**src/rtl/hamming_secded_pipe.sv**
```systemverilog
// Multi-lane SECDED encoder with XOR error injector; 2-cycle accept->o_valid latency.
// Both stages advance together whenever the output register is empty or draining; otherwise everything holds.
module hamming_secded_pipe #(
  parameter int NUM_LANES    = 2,
  parameter int DATA_BITS    = 8,
  parameter int PARITY_BITS  = $clog2(DATA_BITS) + 1,
  parameter int ENCODED_WORD = DATA_BITS + PARITY_BITS,
  parameter int CNT_W        = 16
) (
  input  logic                                   i_clk,
  input  logic                                   i_rst,
  input  logic                                   i_valid,
  output logic                                   o_ready,
  input  logic [NUM_LANES*DATA_BITS-1:0]         i_data,
  output logic                                   o_valid,
  input  logic                                   i_ready,
  output logic [NUM_LANES*(ENCODED_WORD+1)-1:0]  o_dout,
  input  logic                                   i_inj_load,
  input  logic [1:0]                             i_inj_mode,
  input  logic [NUM_LANES*(ENCODED_WORD+1)-1:0]  i_inj_mask,
  input  logic [CNT_W-1:0]                       i_inj_period,
  output logic [CNT_W-1:0]                       o_inj_cnt,
  output logic                                   o_inj_armed
);

  localparam int LW    = ENCODED_WORD + 1;
  localparam int OUT_W = NUM_LANES * LW;
  localparam logic [CNT_W-1:0] ONE      = {{(CNT_W-1){1'b0}}, 1'b1};
  localparam logic [CNT_W-1:0] CNT_MAX  = '1;

  if ((2 ** PARITY_BITS) < (DATA_BITS + PARITY_BITS + 1)) begin : g_param_chk
    $error("PARITY_BITS too small to cover DATA_BITS");
  end

  typedef enum logic [1:0] {
    ST_OFF      = 2'd0,
    ST_ARMED    = 2'd1,
    ST_PERSIST  = 2'd2,
    ST_PERIODIC = 2'd3
  } inj_st_e;

  function automatic logic [LW-1:0] encode(input logic [DATA_BITS-1:0] d);
    logic [LW-1:0] w;
    logic          p;
    int            di;
    w  = '0;
    di = 0;
    for (int pos = 1; pos <= ENCODED_WORD; pos++) begin
      if ((pos & (pos - 1)) != 0) begin
        w[pos-1] = d[di];
        di++;
      end
    end
    // Parity slots are still zero here, and no other parity slot has bit k set.
    for (int k = 0; k < PARITY_BITS; k++) begin
      p = 1'b0;
      for (int pos = 1; pos <= ENCODED_WORD; pos++) begin
        if (((pos >> k) & 1) == 1) p = p ^ w[pos-1];
      end
      w[(1<<k)-1] = p;
    end
    w[ENCODED_WORD] = ^w[ENCODED_WORD-1:0];
    return w;
  endfunction

  logic             s1_vld_q, s1_vld_d;
  logic [OUT_W-1:0] s1_dat_q, s1_dat_d;
  logic             o_vld_q, o_vld_d;
  logic [OUT_W-1:0] dout_q, dout_d;
  inj_st_e          st_q, st_d;
  logic [OUT_W-1:0] mask_q, mask_d;
  logic [CNT_W-1:0] period_q, period_d;
  logic [CNT_W-1:0] pcnt_q, pcnt_d;
  logic [CNT_W-1:0] cnt_q, cnt_d;

  logic             adv;
  logic             move;
  logic             inject;
  logic             hit;
  logic [CNT_W-1:0] per_eff;
  logic [OUT_W-1:0] enc_all;

  always_comb begin
    enc_all = '0;
    for (int n = 0; n < NUM_LANES; n++) begin
      enc_all[n*LW +: LW] = encode(i_data[n*DATA_BITS +: DATA_BITS]);
    end
  end

  always_comb begin
    adv     = !o_vld_q | i_ready;
    move    = adv & s1_vld_q;
    per_eff = (period_q == '0) ? ONE : period_q;
    hit     = (pcnt_q == (per_eff - ONE));

    case (st_q)
      ST_ARMED:    inject = 1'b1;
      ST_PERSIST:  inject = 1'b1;
      ST_PERIODIC: inject = hit;
      default:     inject = 1'b0;
    endcase

    s1_vld_d = s1_vld_q;
    s1_dat_d = s1_dat_q;
    o_vld_d  = o_vld_q;
    dout_d   = dout_q;
    st_d     = st_q;
    mask_d   = mask_q;
    period_d = period_q;
    pcnt_d   = pcnt_q;
    cnt_d    = cnt_q;

    if (adv) begin
      s1_vld_d = i_valid;
      if (i_valid) s1_dat_d = enc_all;
      o_vld_d = s1_vld_q;
      if (s1_vld_q) dout_d = inject ? (s1_dat_q ^ mask_q) : s1_dat_q;
    end

    if (move) begin
      if (inject && (cnt_q != CNT_MAX)) cnt_d = cnt_q + ONE;
      if (st_q == ST_ARMED) st_d = ST_OFF;
      if (st_q == ST_PERIODIC) pcnt_d = hit ? '0 : (pcnt_q + ONE);
    end

    // A load lands after this cycle's move and overrides any one-shot consumption.
    if (i_inj_load) begin
      st_d     = inj_st_e'(i_inj_mode);
      mask_d   = i_inj_mask;
      period_d = i_inj_period;
      pcnt_d   = '0;
    end
  end

  always_ff @(posedge i_clk or posedge i_rst) begin
    if (i_rst) begin
      s1_vld_q <= 1'b0;
      s1_dat_q <= '0;
      o_vld_q  <= 1'b0;
      dout_q   <= '0;
      st_q     <= ST_OFF;
      mask_q   <= '0;
      period_q <= '0;
      pcnt_q   <= '0;
      cnt_q    <= '0;
    end else begin
      s1_vld_q <= s1_vld_d;
      s1_dat_q <= s1_dat_d;
      o_vld_q  <= o_vld_d;
      dout_q   <= dout_d;
      st_q     <= st_d;
      mask_q   <= mask_d;
      period_q <= period_d;
      pcnt_q   <= pcnt_d;
      cnt_q    <= cnt_d;
    end
  end

  assign o_ready     = !o_vld_q | i_ready;
  assign o_valid     = o_vld_q;
  assign o_dout      = dout_q;
  assign o_inj_cnt   = cnt_q;
  assign o_inj_armed = (st_q == ST_ARMED);

endmodule

```
**config.mk**
```make
export PLATFORM = sky130hd
export DESIGN_NAME = hamming_secded_pipe
export DESIGN_NICKNAME = d
export VERILOG_FILES = /design/src/rtl/hamming_secded_pipe.sv
export SDC_FILE = /design/constraint.sdc
export NUM_CORES = 1
export LEC_CHECK = 0
export BUFFER_PORTS_ARGS = -buffer_cell sky130_fd_sc_hd__clkbuf_2
export CORE_MARGIN = 1.5
export CORE_UTILIZATION = 55
export DETAILED_ROUTE_END_ITERATION = 8
export GPL_ROUTABILITY_DRIVEN = 0
export PLACE_DENSITY = 0.77
export SETUP_SLACK_MARGIN = 0.15
export SLEW_MARGIN = 30
export SYNTH_ARGS = -nofsm -noshare
export SYNTH_HDL_FRONTEND = slang
export SYNTH_SLANG_ARGS = --single-unit
```
**constraint.sdc**
```tcl
create_clock -name i_clk -period 12.4 [get_ports i_clk]
set_clock_uncertainty 0.15 [all_clocks]
set_input_delay 1.86 -clock i_clk [delete_from_list [all_inputs] [get_ports i_clk]]
set_output_delay 1.86 -clock i_clk [all_outputs]
set_load 0.01 [all_outputs]
```
==> results.json <==
{
  "die_x_um": 113,
  "drtIter0Drc": 253,
  "worst_skew_pair.late_latency_ps": 410,
  "dp.final_hpwl_um": 9940,
  "synth.top_cells.by_count": "dfrtp_1 (130), mux2_2 (60), nor2_1 (41), o21ai_0 (41), xnor2_1 (41)",
  "cts_buffers": 17,
  "holdBufCountCts": 0,
  "wirelength_met1_um": 6350,
  "final-setup-viol-count": 0,
  "place_area_um2": 7280,
  "dieArea_um2": 12800,
  "grt_pass1_vias": 5094,
  "syn_to_final_growth_pct": 19.2,
  "slew_violations": 0,
  "worst_slew_margin_rel_pct": 40.5,
  "fmax_ghz": 0.199,
  "vias_per_cell": 5.78,
  "antenna_found_initial": 0,
  "grt_usage_pct": 24.3,
  "maxCapViolations": 0,
  "tritoncts": "done",
  "seq_area_frac_synth_pct": 48.9,
  "coreArea_um2": 11600,
  "synth_nets": 693,
  "synth-seq-cells": 130,
  "hp-class": "reg -> reg",
  "synthFlopType": "dfrtp_1",
  "row_count": 39,
  "nets": 793,
  "drcViolationCount": 0,
  "synth_warnings": 0,
  "async_reset_ff_share_pct": 100,
  "synth_area_um2": 6650,
  "rsz0062_at_grt": "false",
  "start_util_pct": 57.2,
  "num_io_pins": 110,
  "tns_ps": 0,
  "wl_met2_um": 7270,
  "syn_inst": 622,
  "ant_nets": 0,
  "status": "finished clean",
  "synth_top_area_share_pct": 48.9,
  "antenna_cells": 0,
  "overflow": 0,
  "crit_arrival_ps": 5160,
  "stdcell_area_um2": 7920,
  "peakVddDrop_v": 0.000141,
  "cts_resized": 0,
  "hold_viol": 0,
  "start_kind": "register",
  "syn_avg_cell_area_um2": 10.7,
  "grt_pass1_wl_um": 24400,
  "cts.sinks": 130,
  "synth_cell_types": 50,
  "grt_max_degree": 69,
  "critPathMaxFanout": 67,
  "tightest_slew_ps": 893,
  "drive_gt1_share_pct": 30.2,
  "top_layer": "met4",
  "p_leak_nw": 3.46,
  "clock_path_buffers": 2,
  "setup_ws_ps": 7380,
  "dr_total_vias": 5079,
  "synth-edff-count": 0,
  "synth.most_common_cell": "dfrtp_1",
  "endpoint_kind": "register",
  "period_minus_slack_ps": 5020,
  "preCtsSetupSlack_ps": 7460,
  "powerDensity_nw_per_um2": 171,
  "totalWireLength_um": 14600,
  "finalCritPeriodShare_pct": 40.5,
  "drtPass1Iterations": 5,
  "port_buffers": 109,
  "routed-wl-met3_um": 727,
  "ys_top_cells_by_area": "dfrtp_1 (49%), mux2_2 (10%), xnor2_1 (5.4%), a31oi_1 (3.8%), nand2b_1 (3.7%)",
  "clock-root-buffer": "clkbuf_16",
  "worstSetupPathType": "reg -> reg",
  "cts_setup_buffers": 0,
  "clk_pin_slew_ps": 50,
  "h-tree-depth": 4,
  "critical_path_required_ps": 12540,
  "die_h_um": 113,
  "synth.largest_area_cell": "dfrtp_1",
  "wl_per_cell_um": 16.6
}
cells by family (layout without fill, tap and decap cells):
logic type               Yosys count  in the layout  synth area share, %
AO/OA/AOI/OAI                    112            112                 10.3
adder cells (fa/ha/maj)            6              6                 1.13
flip-flops                       130            130                 48.9
AND/OR/NAND/NOR                  208            208                 18.1
XOR/XNOR                          60             60                 7.91
multiplexers                      64             64                 10.8
buffers and inverters             42            155                 2.84
path summary, 6_finish.rpt:
kind,endpoint,slack (ps),startpoint,cells past startpoint
worst max register to register,o_inj_cnt[13],7380,period_q[5],14
worst max-delay path,o_inj_cnt[13],7380,period_q[5],14
worst min-delay path,s1_dat_q[16],340,s1_dat_q[16],2
max in group asynchronous,s1_dat_q[11],9320,i_rst,3
min in group asynchronous,o_inj_cnt[15],1440,i_rst,2
worst min register to register,s1_dat_q[16],340,s1_dat_q[16],2
layout make-up:
type | instances | area [um2]
clock buffers | 21 | 470
repair buffers | 114 | 583
inverters | 9 | 36.3
fillers | 895 | 3690
multi-input cells | 450 | 3230
flip-flops and latches | 130 | 3250
clock inverters | 11 | 175
well taps | 143 | 179
through the flow:
step / hold slack (ps) / utilization [%] / power (mW) / instances
detailed placement: 327 / 62.7 / 0.822 / 846
global placement: 319 / 62.7 / 0.808 / 846
floorplan: 301 / - / 0.724 / 622
CTS: 352 / 68.2 / 1.36 / 878
finish: 343 / 68.2 / 1.35 / 878
global route: 365 / 68.2 / 1.42 / 878
routing by layer:
layer / vias to the layer above / track usage, %
met4: 0 / 8.50
li1: 2431 / -
met1: 2515 / 30.6
met2: 115 / 40.3
met3: 18 / 7.07
met5: - / 0
state kept, by name, summed over array words and instances, names as in the netlist:
signal     cells
st_q           2
o_dout        26
period_q      16
mask_q        26
s1_vld_q       1
pcnt_q        16
o_valid        1
s1_dat_q      26
o_inj_cnt     16
critical path, stage by stage (launching register included):
cell     delay (ps)
dfrtp_1         460
nor4_1          670
nand4_1         300
nor2_1          220
nor2_1           60
ha_1            230
nor3b_1         220
nand4_1         150
xnor2_1         100
or4_1           560
nor4_2          530
a31oi_4         130
buf_4           320
nor4_1          390
mux2_1          350
power by group:
group | leakage [nW] | total [mW] | switching, mW | internal (mW)
sequential | 1.57 | 0.556 | 0.0587 | 0.498
clock | 0.310 | 0.539 | 0.185 | 0.354
combinational | 1.58 | 0.258 | 0.140 | 0.118
placed cells by master (no fill, tap or decap), drive strengths merged, types with 4 or more instances in the layout:
cell type,netlist,final
dfrtp,130,130
clkbuf,25,130
mux2,63,63
nor2,41,41
xnor2,41,41
o21ai,41,41
a31oi,40,40
nand2b,39,39
nand2,33,33
or3,29,29
xor2,19,19
nor4,13,13
nand3,12,12
a21oi,11,11
and3,10,10
inv,9,10
a22o,6,6
ha,6,6
nor3,6,6
nor4b,5,5
buf,8,5
or4,5,5
bufinv,0,4
clkinv,0,4
a211oi,4,4
No activity file was read; power rests on OpenSTA's default activity.
